$ cat src/rtl/i2c_pkg.sv
// Shared types and bus constants for the I2C target responder.
package i2c_pkg;

  typedef enum logic [2:0] {
    IDLE     = 3'd0,
    ADDR     = 3'd1,
    ADDR_ACK = 3'd2,
    WR_DATA  = 3'd3,
    WR_ACK   = 3'd4,
    RD_DATA  = 3'd5,
    RD_ACK   = 3'd6,
    IGNORE   = 3'd7
  } i2c_slv_state_t;

  localparam logic I2C_ACK      = 1'b0;
  localparam logic I2C_NACK     = 1'b1;
  localparam logic I2C_RW_WRITE = 1'b0;
  localparam logic I2C_RW_READ  = 1'b1;

endpackage

$ cat src/rtl/i2c_line_sync.sv
// Synchronizes SCL/SDA into clk and emits registered edge and START/STOP pulses.
// sda_s is delayed to line up with the event pulses.
module i2c_line_sync #(
  parameter int SYNC_STAGES = 2
) (
  input  logic clk,
  input  logic reset,
  input  logic scl_i,
  input  logic sda_i,
  output logic scl_rise,
  output logic scl_fall,
  output logic sda_s,
  output logic start_det,
  output logic stop_det
);

  logic [SYNC_STAGES-1:0] scl_sync_r;
  logic [SYNC_STAGES-1:0] sda_sync_r;
  logic                   scl_prev_r;
  logic                   sda_prev_r;
  logic                   scl_rise_r;
  logic                   scl_fall_r;
  logic                   start_det_r;
  logic                   stop_det_r;
  logic                   scl_now_s;
  logic                   sda_now_s;

  assign scl_now_s = scl_sync_r[SYNC_STAGES-1];
  assign sda_now_s = sda_sync_r[SYNC_STAGES-1];

  // Synchronizer chains, previous-value flops and registered bus events
  always_ff @(posedge clk) begin
    if (reset) begin
      scl_sync_r  <= {SYNC_STAGES{1'b1}};
      sda_sync_r  <= {SYNC_STAGES{1'b1}};
      scl_prev_r  <= 1'b1;
      sda_prev_r  <= 1'b1;
      scl_rise_r  <= 1'b0;
      scl_fall_r  <= 1'b0;
      start_det_r <= 1'b0;
      stop_det_r  <= 1'b0;
    end else begin
      scl_sync_r  <= {scl_sync_r[SYNC_STAGES-2:0], scl_i};
      sda_sync_r  <= {sda_sync_r[SYNC_STAGES-2:0], sda_i};
      scl_prev_r  <= scl_now_s;
      sda_prev_r  <= sda_now_s;
      scl_rise_r  <= scl_now_s & ~scl_prev_r;
      scl_fall_r  <= ~scl_now_s & scl_prev_r;
      start_det_r <= scl_now_s & scl_prev_r & sda_prev_r & ~sda_now_s;
      stop_det_r  <= scl_now_s & scl_prev_r & ~sda_prev_r & sda_now_s;
    end
  end

  assign scl_rise  = scl_rise_r;
  assign scl_fall  = scl_fall_r;
  assign sda_s     = sda_prev_r;
  assign start_det = start_det_r;
  assign stop_det  = stop_det_r;

endmodule

$ cat src/rtl/i2c_slave_responder.sv
// I2C target at one 7-bit address: captures write bytes, shifts out read bytes,
// drives SDA open-drain (sda_o only pulls low or releases).
module i2c_slave_responder
  import i2c_pkg::*;
#(
  parameter logic [6:0] SLAVE_ADDR  = 7'h55,
  parameter int         SYNC_STAGES = 2
) (
  input  logic       clk,
  input  logic       reset,
  input  logic       scl_i,
  input  logic       sda_i,
  output logic       sda_o,
  output logic [7:0] rx_data,
  output logic       rx_valid,
  output logic       tx_req,
  input  logic [7:0] tx_data,
  output logic       rw,
  output logic       busy
);

  logic scl_rise_s, scl_fall_s, sda_s, start_det_s, stop_det_s;

  i2c_line_sync #(.SYNC_STAGES(SYNC_STAGES)) u_line_sync (
    .clk       (clk),
    .reset     (reset),
    .scl_i     (scl_i),
    .sda_i     (sda_i),
    .scl_rise  (scl_rise_s),
    .scl_fall  (scl_fall_s),
    .sda_s     (sda_s),
    .start_det (start_det_s),
    .stop_det  (stop_det_s)
  );

  i2c_slv_state_t state_r, nxt_state_s;
  logic [2:0] bit_cnt_r, nxt_bit_cnt_s;
  logic [7:0] shift_r, nxt_shift_s;
  logic       byte_done_r, nxt_byte_done_s;
  logic       sda_o_r, nxt_sda_o_s;
  logic [7:0] rx_data_r, nxt_rx_data_s;
  logic       rx_valid_r, nxt_rx_valid_s;
  logic       tx_req_r, nxt_tx_req_s;
  logic       rw_r, nxt_rw_s;
  logic       busy_r, nxt_busy_s;

  // State and output registers
  always_ff @(posedge clk) begin
    if (reset) begin
      state_r     <= IDLE;
      bit_cnt_r   <= 3'd0;
      shift_r     <= 8'h00;
      byte_done_r <= 1'b0;
      sda_o_r     <= 1'b1;
      rx_data_r   <= 8'h00;
      rx_valid_r  <= 1'b0;
      tx_req_r    <= 1'b0;
      rw_r        <= 1'b0;
      busy_r      <= 1'b0;
    end else begin
      state_r     <= nxt_state_s;
      bit_cnt_r   <= nxt_bit_cnt_s;
      shift_r     <= nxt_shift_s;
      byte_done_r <= nxt_byte_done_s;
      sda_o_r     <= nxt_sda_o_s;
      rx_data_r   <= nxt_rx_data_s;
      rx_valid_r  <= nxt_rx_valid_s;
      tx_req_r    <= nxt_tx_req_s;
      rw_r        <= nxt_rw_s;
      busy_r      <= nxt_busy_s;
    end
  end

  // Next-state and output decode; tx_data loads while the registered tx_req is high
  always_comb begin
    nxt_state_s     = state_r;
    nxt_bit_cnt_s   = bit_cnt_r;
    nxt_shift_s     = tx_req_r ? tx_data : shift_r;
    nxt_byte_done_s = byte_done_r;
    nxt_sda_o_s     = sda_o_r;
    nxt_rx_data_s   = rx_data_r;
    nxt_rx_valid_s  = 1'b0;
    nxt_tx_req_s    = 1'b0;
    nxt_rw_s        = rw_r;
    nxt_busy_s      = busy_r;
    if (stop_det_s) begin
      nxt_state_s     = IDLE;
      nxt_bit_cnt_s   = 3'd0;
      nxt_byte_done_s = 1'b0;
      nxt_sda_o_s     = 1'b1;
      nxt_busy_s      = 1'b0;
    end else if (start_det_s) begin
      nxt_state_s     = ADDR;
      nxt_bit_cnt_s   = 3'd0;
      nxt_byte_done_s = 1'b0;
      nxt_sda_o_s     = 1'b1;
      nxt_busy_s      = 1'b0;
    end else begin
      case (state_r)
        ADDR: begin
          if (scl_rise_s) begin
            nxt_shift_s     = {shift_r[6:0], sda_s};
            nxt_bit_cnt_s   = bit_cnt_r + 3'd1;
            nxt_byte_done_s = (bit_cnt_r == 3'd7);
          end else if (scl_fall_s && byte_done_r) begin
            nxt_bit_cnt_s   = 3'd0;
            nxt_byte_done_s = 1'b0;
            if (shift_r[7:1] == SLAVE_ADDR) begin
              nxt_state_s  = ADDR_ACK;
              nxt_sda_o_s  = I2C_ACK;
              nxt_rw_s     = shift_r[0];
              nxt_busy_s   = 1'b1;
              nxt_tx_req_s = (shift_r[0] == I2C_RW_READ);
            end else begin
              nxt_state_s  = IGNORE;
            end
          end else begin
            nxt_state_s = ADDR;
          end
        end
        ADDR_ACK: begin
          if (scl_fall_s) begin
            nxt_bit_cnt_s = 3'd0;
            if (rw_r == I2C_RW_READ) begin
              nxt_state_s = RD_DATA;
              nxt_sda_o_s = shift_r[7];
            end else begin
              nxt_state_s = WR_DATA;
              nxt_sda_o_s = 1'b1;
            end
          end else begin
            nxt_state_s = ADDR_ACK;
          end
        end
        WR_DATA: begin
          if (scl_rise_s) begin
            nxt_shift_s   = {shift_r[6:0], sda_s};
            nxt_bit_cnt_s = bit_cnt_r + 3'd1;
            if (bit_cnt_r == 3'd7) begin
              nxt_byte_done_s = 1'b1;
              nxt_rx_data_s   = {shift_r[6:0], sda_s};
              nxt_rx_valid_s  = 1'b1;
            end else begin
              nxt_byte_done_s = 1'b0;
            end
          end else if (scl_fall_s && byte_done_r) begin
            nxt_state_s     = WR_ACK;
            nxt_sda_o_s     = I2C_ACK;
            nxt_byte_done_s = 1'b0;
            nxt_bit_cnt_s   = 3'd0;
          end else begin
            nxt_state_s = WR_DATA;
          end
        end
        WR_ACK: begin
          if (scl_fall_s) begin
            nxt_state_s   = WR_DATA;
            nxt_sda_o_s   = 1'b1;
            nxt_bit_cnt_s = 3'd0;
          end else begin
            nxt_state_s = WR_ACK;
          end
        end
        RD_DATA: begin
          if (scl_fall_s) begin
            if (bit_cnt_r == 3'd7) begin
              nxt_state_s   = RD_ACK;
              nxt_sda_o_s   = 1'b1;
              nxt_bit_cnt_s = 3'd0;
            end else begin
              nxt_shift_s   = {shift_r[6:0], 1'b0};
              nxt_sda_o_s   = shift_r[6];
              nxt_bit_cnt_s = bit_cnt_r + 3'd1;
            end
          end else begin
            nxt_state_s = RD_DATA;
          end
        end
        RD_ACK: begin
          if (scl_rise_s) begin
            if (sda_s == I2C_ACK) begin
              nxt_tx_req_s    = 1'b1;
              nxt_byte_done_s = 1'b1;
            end else begin
              nxt_state_s = IGNORE;
              nxt_busy_s  = 1'b0;
            end
          end else if (scl_fall_s && byte_done_r) begin
            nxt_state_s     = RD_DATA;
            nxt_sda_o_s     = shift_r[7];
            nxt_bit_cnt_s   = 3'd0;
            nxt_byte_done_s = 1'b0;
          end else begin
            nxt_state_s = RD_ACK;
          end
        end
        IDLE, IGNORE: begin
          nxt_sda_o_s = 1'b1;
        end
        default: begin
          nxt_state_s = IDLE;
          nxt_sda_o_s = 1'b1;
          nxt_busy_s  = 1'b0;
        end
      endcase
    end
  end

  assign sda_o    = sda_o_r;
  assign rx_data  = rx_data_r;
  assign rx_valid = rx_valid_r;
  assign tx_req   = tx_req_r;
  assign rw       = rw_r;
  assign busy     = busy_r;

endmodule

$ cat config.mk
export PLATFORM = sky130hd
export DESIGN_NAME = i2c_slave_responder
export DESIGN_NICKNAME = d
export VERILOG_FILES = /design/src/rtl/i2c_pkg.sv /design/src/rtl/i2c_line_sync.sv /design/src/rtl/i2c_slave_responder.sv
export SDC_FILE = /design/constraint.sdc
export NUM_CORES = 1
export LEC_CHECK = 0
export CORE_ASPECT_RATIO = 0.5
export CORE_MARGIN = 3
export CORE_UTILIZATION = 35
export CTS_CLUSTER_SIZE = 40
export DETAILED_ROUTE_END_ITERATION = 10
export HOLD_SLACK_MARGIN = 0.02
export PLACE_DENSITY = 0.64
export SLEW_MARGIN = 20
export SYNTH_ARGS = -nofsm -noshare
export SYNTH_HDL_FRONTEND = slang
export SYNTH_SLANG_ARGS = --single-unit
$ cat constraint.sdc
create_clock -name clk -period 5 [get_ports clk]
set_input_delay 1 -clock clk [delete_from_list [all_inputs] [get_ports clk]]
set_output_delay 1 -clock clk [all_outputs]
set_load 0.03 [all_outputs]
== Word-level counts from Yosys, hierarchy flattened ==
Index checks and enable logic that the tools add are counted.
Widths: inputs -> output; s select.

* Flip-flop bits (word level): 38
* Input port bits: 12
* Output and inout port bits: 13
* Logic and storage cells: 146

* Add/subtract/negate cells: 1
* Equality and inequality tests: 29
* Multiplexer cells: 61
* Bitwise gates (word level): 15
* Reductions and logical operators: 21

{| class="wikitable"
|+ Operators with widths
! operator !! count
|-
| $mux 3 || 18
|-
| $mux 8 || 6
|-
| $mux 1 || 29
|-
| $pmux 3 s6 || 1
|-
| $pmux 8 s2 || 1
|-
| $eq 3x3->1 const B || 5
|-
| $reduce_and 5->1 || 3
|-
| $ne 2x2->1 const B || 7
|-
| $ne 2x1->1 const B || 6
|-
| $ne 3x3->1 const B || 4
|-
| $pmux 3 s4 || 1
|-
| $reduce_and 6->1 || 2
|-
| $reduce_and 10->1 || 1
|-
| $not 1->1 || 8
|-
| $reduce_or 2->1 || 4
|-
| $and 1x1->1 || 7
|-
| $eq 7x7->1 const B || 1
|-
| $pmux 1 s7 || 1
|-
| $reduce_bool 7->1 || 1
|-
| $eq 3x2->1 const B || 2
|-
| $reduce_bool 6->1 || 1
|-
| $reduce_or 5->1 || 1
|-
| $ne 4x3->1 const B || 1
|-
| $ne 4x4->1 const B || 1
|-
| other kinds (14) || 15
|}

== Logic depth before layout (Yosys ltp) ==
Gate-level depths: netlist of the first run.

* Depth after elaboration: 6
* Depth in mapped cells: 8
* Depth with buffers taken out: 7

== Hierarchy ==
A second synthesis of the first run with hierarchy kept.

* Cells, all modules: 214
* Area total of the unflattened synthesis: 1,963.1 sq um

{| class="wikitable"
|+ Modules (own cells, without submodules)
! module !! instances !! cells an instance !! area an instance (sq um) !! sequential area each (sq um)
|-
| i2c_slave_responder || 1 || 192 || 1,662.8 || 560.5
|-
| i2c_line_sync || 1 || 22 || 300.3 || 200.2
|}

== Worst setup path after synthesis of the first run ==
No wires, ideal clock.

* Path kind: in2reg
* Start: input reset
* End: register bit_cnt_r[2]
* Data arrival time: 1.879 ns
* Path slack: 3.047 ns
* Stages on the path: 5
* Path through: or3_1 clkbuf_1 a21oi_1 nand2_1 o22ai_1

* Word-level cells in the longest chain between the ends: 1

{| class="wikitable"
|+ Ends and longest elaborated chain
! element !! line !! text
|-
| start: declaration || i2c_slave_responder.sv:10 || <nowiki>input logic reset,</nowiki>
|-
| $reduce_or 3->1 (no source line) || -- ||
|-
| end signal: assignment || i2c_slave_responder.sv:62 || <nowiki>bit_cnt_r <= nxt_bit_cnt_s;</nowiki>
|-
| end: declaration || i2c_slave_responder.sv:37 || <nowiki>logic [2:0] bit_cnt_r, nxt_bit_cnt_s;</nowiki>
|}

No other way between the ends.
A chain may end at the register's enable or synchronous reset.

== Final worst setup path of the first run ==
Ends and elaborated chain as after synthesis.

==> results.md, run 1 <==
- Initial antenna violation count: 0
- Crit path max fanout: 30
- I/O pin cnt: 25
- Tcrit/Tclk final: 0.578
- Final Critical Period: 2.89 ns
- Cts hold-fix bufs: 0
- Commonest non-fill, non-tap cells in the layout: 38 x dfxtp_1, 32 x nor2_1, 24 x clkdlybuf4s50_1
- CTS tree: yes
- P&R area growth vs syn: 16.7%
- WS Path Type: in -> reg
- Leak: 0.000813 µW
- DRC violations left: 0
- Gates resized, CTS repair: 0
- Synth unique cells: 46
- Dpl ws: around 1.8 ns
- Critical path data arrival time: 3.10 ns
- Hold Path Class: reg -> reg
- Grt total ovfl: 0
- H-tree Lvls: 2
- CTS root buffer: clkbuf_8
- Endpoints failing hold: 0
- Warnings, synthesis: 0
- Initial Util: 0.372
- Crit. End Element: flop
- WP buf/inv: 1
- First-pass GRT wire length: slightly below 7 mm
- Ys flop type: dfxtp_1
- Total GRT Usage: 0.138
- Post-Place Cells: roughly 290
- WP data required: roughly 5.2 ns
- WL final: between 4 and 5 mm
- DP HPWL: approximately 2.8 mm
- Multi-input logic area: roughly 0.0010 mm²
- RSZ-0062 raised after global routing: no
- Setup ws final: 2.11 ns
- Sw frac: 0.321
- Core Box Area: 0.00504 mm²
- Layout cell share with drive strength beyond 1: 0.0978
- Vias: approximately 1600
- Non-Filler Instances: 295
- Share of total power in the clock network: 0.268
- Commonest non-fill, non-tap cell in the layout: dfxtp_1
- Post-synthesis sequential area ratio: 0.406
- Slowest cell on crit path: clkdlybuf4s50_1
- Hold Slack: 0.411 ns
- DR iter-0 viols: 148
- Die Footprint: approximately 0.0063 mm²
- Delay-heaviest family, CP: buffers and inverters
- CP max stage delay: 0.90 ns
- Port Buf Inserts: 24
- Yosys reg bits: 38
- Sequential cell area: 761 µm²
- Setup violators final: 0
- Fmax: ~350 MHz
- Setup TNS: 0 ns
- Syn Inst Count: 212
- Final Slew Violations: 0
- Die Y: approximately 58 µm
- Power Internal: 493 µW
- Post-CTS Setup Bufs: 0
- Post-synth EDFFs: 0
- DRT Pass-1 Iters: 4
- # rows: 18
- Seq pwr share: 0.506
- Routed Antenna Nets: 0
- Vias per Instance: between 5 and 6
- Rel. slew slack: 0.356
- Sink Count: 38
- Critical-path cell list: clkdlybuf4s50_1, or3_1, a21oi_1, nand2_1, o22ai_1
- Ys async rst share: 0
- Final layout net count: 239
- Combinational Power Share: 0.225
- Netlist Area Pre-Place: 0.00188 mm²
- Clock Path Buffers: 2
- Via count of the first global-routing pass: 1425
- Clock Latency Late Sink: 0.29 ns
- CTS Buf Count: 5
- Status: completed
- Peak supply drop: 0.000128 V
- Synthesized net count: 226
- R2r setup slk: 2.74 ns
- Final core occ: 0.434
- Routed len/inst: 13.7 µm
- Max Cap Violations: 0
- Pin count of the biggest net entering global routing: 31
- Clock Skew: 0.00741 ns
- RePlAce Congestion: ~0.85
- Worst-margin pin slew: between 0.9 and 1 ns
- Die width: around 110 µm
- Power Dens Cells: between 300 and 400 mW/mm²
- P_sw: roughly 230 µW
- Syn Area/Cell: 8.85 µm²
- FILL cells: 511
- Worst-path clk slew: roughly 0.070 ns
- Startpoint types: input port
- # diodes: 0
[metal layers]
metal / share of wire / routed length [µm] / global-route usage
met2: 0.42 / 1700 / 0.199
met3: 0.059 / 240 / 0.0434
met4: 0.0094 / 38 / 0.0320
met1: 0.51 / 2060 / 0.201
met5: 0 / 0 / 0
[through the flow]
step	power [µW]	instance area, µm²
3_5_place_dp	534	2110
5_1_grt	768	2190
6_report	727	2190
4_1_cts	730	2190
2_1_floorplan	503	1880
3_3_place_gp	534	2110
[synthesized netlist by cell type (all sizes together), types with 2 or more instances]
| cell type | n | area, µm² |
|---|---|---|
| buf | 9 | 58.8 |
| dfxtp | 38 | 761 |
| or3b | 2 | 20.0 |
| nor3 | 6 | 30.0 |
| a21oi | 8 | 40.0 |
| nor2b | 5 | 31.3 |
| clkbuf | 9 | 33.8 |
| a22oi | 3 | 22.5 |
| nor2 | 32 | 120 |
| ha | 2 | 25.0 |
| mux2i | 16 | 160 |
| o2bb2ai | 2 | 17.5 |
| nand2 | 12 | 45.0 |
| nand2b | 3 | 26.3 |
| o211ai | 3 | 22.5 |
| o32ai | 2 | 17.5 |
| nand3 | 6 | 30.0 |
| nor3b | 5 | 37.5 |
| o21ai | 7 | 38.8 |
| a211oi | 13 | 108 |
| nand3b | 4 | 30.0 |
| inv | 2 | 7.51 |
| or2 | 7 | 43.8 |
| a31oi | 2 | 12.5 |
[flip-flops by register name, summed over array words and instances (netlist names)]
signal / flops
u_line_sync.start_det: 1
u_line_sync.stop_det: 1
tx_req: 1
busy: 1
u_line_sync.sda_sync_r: 2
u_line_sync.scl_sync_r: 2
sda_o: 1
u_line_sync.sda_s: 1
state_r: 3
u_line_sync.scl_rise: 1
u_line_sync.scl_prev_r: 1
rx_valid: 1
bit_cnt_r: 3
rw: 1
byte_done_r: 1
shift_r: 8
rx_data: 8
u_line_sync.scl_fall: 1
[area by class of cell]
cell class              count  share of cell area
flip-flops and latches     38               0.347
clock buffers               5              0.0314
well taps                  70              0.0400
clock inverters             2             0.00457
repair buffers             24               0.110
inverters                   2             0.00343
multi-input cells         154               0.463
[power groups by stage]
stage | registers [µW] | clock network, µW | logic [µW]
floorplan | 334 | 0 | 169
global placement | 372 | 0 | 161
detailed placement | 373 | 0 | 161
CTS | 366 | 201 | 163
global route | 374 | 214 | 180
finish | 368 | 195 | 164
[worst reg2reg max path, stage by stage, from the launching register on]
cell and delay [ns]:
dfxtp_1 0.81, nand3b_1 0.21, nor3_1 0.28, nand3_1 0.46, mux2i_1 0.31, nor2_1 0.05
[path summary, 6_finish.rpt]
| path | startpoint | end | cells past startpoint |
|---|---|---|---|
| setup / recovery | reset | bit_cnt_r[2] | 5 |
| hold / removal | u_line_sync.sda_sync_r[0] | u_line_sync.sda_sync_r[1] | 1 |
| setup reg to reg | state_r[0] | rx_data[6] | 5 |
| hold reg to reg | u_line_sync.sda_sync_r[0] | u_line_sync.sda_sync_r[1] | 1 |
[logic make-up after synthesis]
logic type	synth area share
AOI/OAI and AO/OA	0.185
xor gates and xnor gates	0.00467
adders and majority gates	0.0133
buffers and inverters	0.0534
DFF	0.406
muxes	0.0914
and+or+nand+nor	0.247
Note: power is estimated with default switching activity, not from simulation.
==> inputs of run 2 (changes only) <==
==> constraint.sdc (replaced) <==
create_clock -name clk -period 3 [get_ports clk]
set_input_delay 0.6 -clock clk [delete_from_list [all_inputs] [get_ports clk]]
set_output_delay 0.6 -clock clk [all_outputs]
set_load 0.03 [all_outputs]
==> run 2 against run 1 <==
  * Global-route usage grew 0.14 points
  * Clock skew decreased by 0.0038 ns
  * Sequential share of layout area decreased by 0.49 points
  * Largest cell class unchanged
  * Combinational power up 82%
  * Core utilization rose by 0.62 points
  * Critical path depth down 4
==> results.md, run 2 (synthesis gave the netlist of run 1 again) <==
- Status: completed
- R2r startpoint: state_r[0]
- Clock Skew: 0.00357 ns
- Die width: 110 µm
- Hold Slack: just over 0.4 ns
- Setup violators final: 0
- Peak supply drop: roughly 0.00026 V
- # diodes: 0
- Power Dens Cells: ~570 mW/mm²
- WS Path Type: reg -> out
- Worst-margin pin slew: between 0.7 and 0.8 ns
- Delay-heaviest family, CP: buffers and inverters
- Routed len/inst: 13.9 µm
- Worst Hold Depth: 1
- Critical-path cell list: clkdlybuf4s50_1
- Port Buf Inserts: 24
- CTS tree: yes
- Worst-path clk slew: approximately 0.080 ns
- WL final: 4.14 mm
- Core Box Area: 0.00504 mm²
- Crit. End Element: output pin
- R2r worst-path depth: 5
- Hold Startpoint: u_line_sync.sda_sync_r[0]
- DRT Pass-1 Iters: 4
- Sink Count: 38
- I/O pin cnt: 25
- WP data required: 2.40 ns
- FILL cells: approximately 500
- Die Y: 57.8 µm
- Routed Antenna Nets: 0
- Slowest cell on crit path: clkdlybuf4s50_1
- Fmax: between 400 and 500 MHz
- RSZ-0062 raised after global routing: no
- P&R area growth vs syn: 18.4%
- Final layout net count: 241
- Vias: ~1600
- DR iter-0 viols: 170
- Pin count of the biggest net entering global routing: 30
- Rel. slew slack: 0.510
- Commonest non-fill, non-tap cells in the layout: 38 x dfxtp_1, 32 x nor2_1, 24 x clkdlybuf4s50_1
- Post-CTS Setup Bufs: 0
- Via count of the first global-routing pass: between 1000 and 1500
- Max Cap Violations: 0
- Clock Path Buffers: 2
- Leak: 0.000826 µW
- CTS root buffer: clkbuf_8
- Setup TNS: 0 ns
- H-tree Lvls: 2
- Hold Path Class: reg -> reg
- Startpoint types: flop
- Tcrit/Tclk final: 0.759
- Initial Util: 0.372
- Gates resized, CTS repair: 0
- Total GRT Usage: 0.139
- Initial antenna violation count: 0
- Layout cell share with drive strength beyond 1: 0.110
- Grt total ovfl: 0
- Reg-to-Reg End: rx_data[3]
- First-pass GRT wire length: 6.82 mm
- Cts hold-fix bufs: 0
- Commonest non-fill, non-tap cell in the layout: dfxtp_1
- DRC violations left: 0
- # rows: 18
- Worst Hold End: u_line_sync.sda_sync_r[1]
- Crit path max fanout: 9
- Clock Latency Late Sink: 0.29 ns
- RePlAce Congestion: 0.913
- R2r setup slk: 0.85 ns
- CTS Buf Count: 5
- Die Footprint: ~0.0063 mm²
- Endpoints failing hold: 0
- Final Slew Violations: 0
- Final Critical Period: 2.28 ns
- WP buf/inv: 1
- Vias per Instance: 5.25
- CP max stage delay: about 0.76 ns
- DP HPWL: between 2 and 3 mm
- Critical path data arrival time: 1.68 ns
-- run 2: where the power goes --
part	total, µW	internal [µW]	switching (µW)
logic	298	146	152
registers	592	527	64.7
clock network	370	185	185
total	1260	858	402
-- run 2: cell type report --
type	count	area, µm²	share of cell area
clock buffers	6	82.6	0.0372
clock inverters	2	12.5	0.00563
well taps	70	87.6	0.0394
flip-flops and latches	38	761	0.343
multi-input cells	154	1010	0.457
repair buffers	26	255	0.115
inverters	2	7.51	0.00338
-- run 2: how the worst max path moves through the flow --
stage                 start            to  cells after the start
2_1_floorplan  bit_cnt_r[0]    state_r[1]                      7
3_3_place_gp          reset  bit_cnt_r[2]                      5
3_5_place_dp     state_r[0]    rx_data[6]                      5
4_1_cts              tx_req        tx_req                      1
5_1_grt              tx_req        tx_req                      1
6_report             tx_req        tx_req                      1
-- run 2: per-stage QoR --
step                setup slack (ns)  cells  total power (µW)  utilization  area, µm²
floorplan                       1.31    212               838            -       1880
global placement               0.902    290               896        0.421       2130
detailed placement             0.891    290               897        0.421       2130
CTS                            0.712    298              1260        0.440       2220
global route                   0.642    298              1330        0.440       2220
finish                         0.722    298              1260        0.440       2220
-- run 2: per-layer routing --
metal  vias up  global-route usage  wire (µm)  share of wire
met5         -                   0          0              0
met4         0              0.0480         53          0.013
met3         6              0.0423        219          0.053
met2        42               0.199       1750           0.42
met1       726               0.199       2110           0.51
li1        790                   -          -              -
==> inputs of run 3 (changes only) <==
--- a/config.mk
+++ b/config.mk
@@ -11,7 +11,7 @@
 export CTS_CLUSTER_SIZE = 40
 export DETAILED_ROUTE_END_ITERATION = 10
 export HOLD_SLACK_MARGIN = 0.02
-export PLACE_DENSITY = 0.64
+export PLACE_DENSITY = 0.66
 export SLEW_MARGIN = 20
 export SYNTH_ARGS = -nofsm -noshare
 export SYNTH_HDL_FRONTEND = slang
==> constraint.sdc (replaced) <==
create_clock -name clk -period 1.9 [get_ports clk]
set_input_delay 0.38 -clock clk [delete_from_list [all_inputs] [get_ports clk]]
set_output_delay 0.38 -clock clk [all_outputs]
set_load 0.03 [all_outputs]
==> run 3 against run 2 <==
  * Sequential power rose by 51%
  * Design area increased by 5.1%
  * Critical path depth increased by 6
  * Combinational power grew 110%
  * Clock power up 41%
  * Highest routed layer unchanged
  * Clock skew grew 0.0036 ns
==> results.md, run 3 (synthesis gave the netlist of run 1 again) <==
- Die width: 110 µm
- Crit path max fanout: 5
- Final core occ: 0.463
- Initial antenna violation count: 0
- Leak: about 0.00090 µW
- WS Path Type: reg -> reg
- RePlAce Congestion: 0.823
- WP data required: 2.09 ns
- PnR Total Power: slightly above 2000 µW
- RSZ-0062 raised after global routing: no
- Vias per Instance: around 5.3
- Crit. End Element: flop
- CTS Buf Count: 5
- Worst-path clk slew: 0.08 ns
- Status: completed
- WL final: 4.45 mm
- # diodes: 0
- Rel. slew slack: 0.666
- Pin count of the biggest net entering global routing: 18
- Commonest non-fill, non-tap cell in the layout: dfxtp_1
- Layout cell share with drive strength beyond 1: 0.166
- Startpoint types: flop
- Core Box Area: just over 0.005 mm²
- Die Y: 57.8 µm
- Routed Antenna Nets: 0
- Worst-margin pin slew: 0.500 ns
- # rows: 18
- Final layout net count: 255
- Hold Slack: 0.409 ns
- Sink Count: 38
- Critical path data arrival time: 1.99 ns
- Port Buf Inserts: 24
- Clock Skew: about 0.0072 ns
- Dpl ws: 0.0307 ns
- Endpoints failing hold: 0
- Final Slew Violations: 0
- Power Dens Cells: about 870 mW/mm²
- Final Critical Period: 1.80 ns
- Peak supply drop: 0.000346 V
- I/O pin cnt: 25
- Grt total ovfl: 0
- Clock Latency Late Sink: 0.29 ns
- Setup violators final: 0
- P&R area growth vs syn: 24.4%
- Fmax: around 550 MHz
- Hold Path Class: reg -> reg
- CTS root buffer: clkbuf_8
- CTS tree: yes
- Tcrit/Tclk final: 0.949
- Total GRT Usage: 0.152
- DP HPWL: 3.19 mm
- Setup ws final: just under 0.1 ns
- DRC violations left: 0
- Routed len/inst: 14.3 µm
- Max Cap Violations: 0
- Vias: ~1600
- Setup TNS: 0 ns
- DR iter-0 viols: around 120
- Clock Path Buffers: 2
- First-pass GRT wire length: around 7.5 mm
- Commonest non-fill, non-tap cells in the layout: 37 x dfxtp_1, 32 x nor2_1, 24 x clkdlybuf4s50_1
- Via count of the first global-routing pass: 1529
- H-tree Lvls: 2
- Initial Util: 0.372
- DRT Pass-1 Iters: 4
- Die Footprint: 0.00633 mm²
[run 3: cell type report]
class | instances | area [µm²]
multi-input cells | 154 | 1020
clock inverters | 2 | 10.0
well taps | 70 | 87.6
fillers | 503 | 2710
inverters | 2 | 7.51
flip-flops and latches | 38 | 762
clock buffers | 5 | 68.8
repair buffers | 40 | 373
[run 3: worst max-delay path: stages (launching register included)]
cell and delay [ns]:
dfxtp_2 0.35, ha_1 0.15, ha_2 0.18, and4bb_1 0.21
o21ai_4 0.21, o311a_1 0.25, o211ai_1 0.11, a31o_2 0.25
[run 3: repair_timing]
| item | in CTS | in global routing |
|---|---|---|
| hold buffers | 0 | 0 |
| gates resized for setup | 0 | 3 |
| setup buffers | 0 | 2 |
| hold endpoints to repair | 0 | 0 |
| endpoints found under the setup margin | 0 | 10 |
[run 3: per-layer routing]
| layer | share of wire | global-route usage | up-vias |
|---|---|---|---|
| met5 | 0 | 0 | - |
| li1 | - | - | 816 |
| met1 | 0.51 | 0.221 | 766 |
| met2 | 0.42 | 0.217 | 49 |
| met3 | 0.056 | 0.0367 | 8 |
| met4 | 0.019 | 0.0586 | 0 |
[run 3: worst paths after layout]
| check | start | end | slack, ns | cells past startpoint |
|---|---|---|---|---|
| setup / recovery | bit_cnt_r[0] | state_r[1] | 0.1 | 7 |
| hold / removal | u_line_sync.sda_sync_r[0] | u_line_sync.sda_sync_r[1] | 0.41 | 1 |
| setup reg to reg | bit_cnt_r[0] | state_r[1] | 0.1 | 7 |
| hold reg to reg | u_line_sync.sda_sync_r[0] | u_line_sync.sda_sync_r[1] | 0.41 | 1 |
[run 3: stage by stage]
stage	area, µm²	cells
5_1_grt	2330	311
3_5_place_dp	2230	302
2_1_floorplan	1880	212
6_report	2330	311
4_1_cts	2310	309
3_3_place_gp	2230	302
[run 3: report_power, final]
| part | total, µW | internal (µW) | leakage [µW] | switching, µW |
|---|---|---|---|---|
| logic | 621 | 305 | 0.000543 | 316 |
| registers | 894 | 833 | 0.000309 | 60.9 |
| clock network | 521 | 246 | 0.0000438 | 275 |
| total | 2040 | 1380 | 0.000895 | 651 |
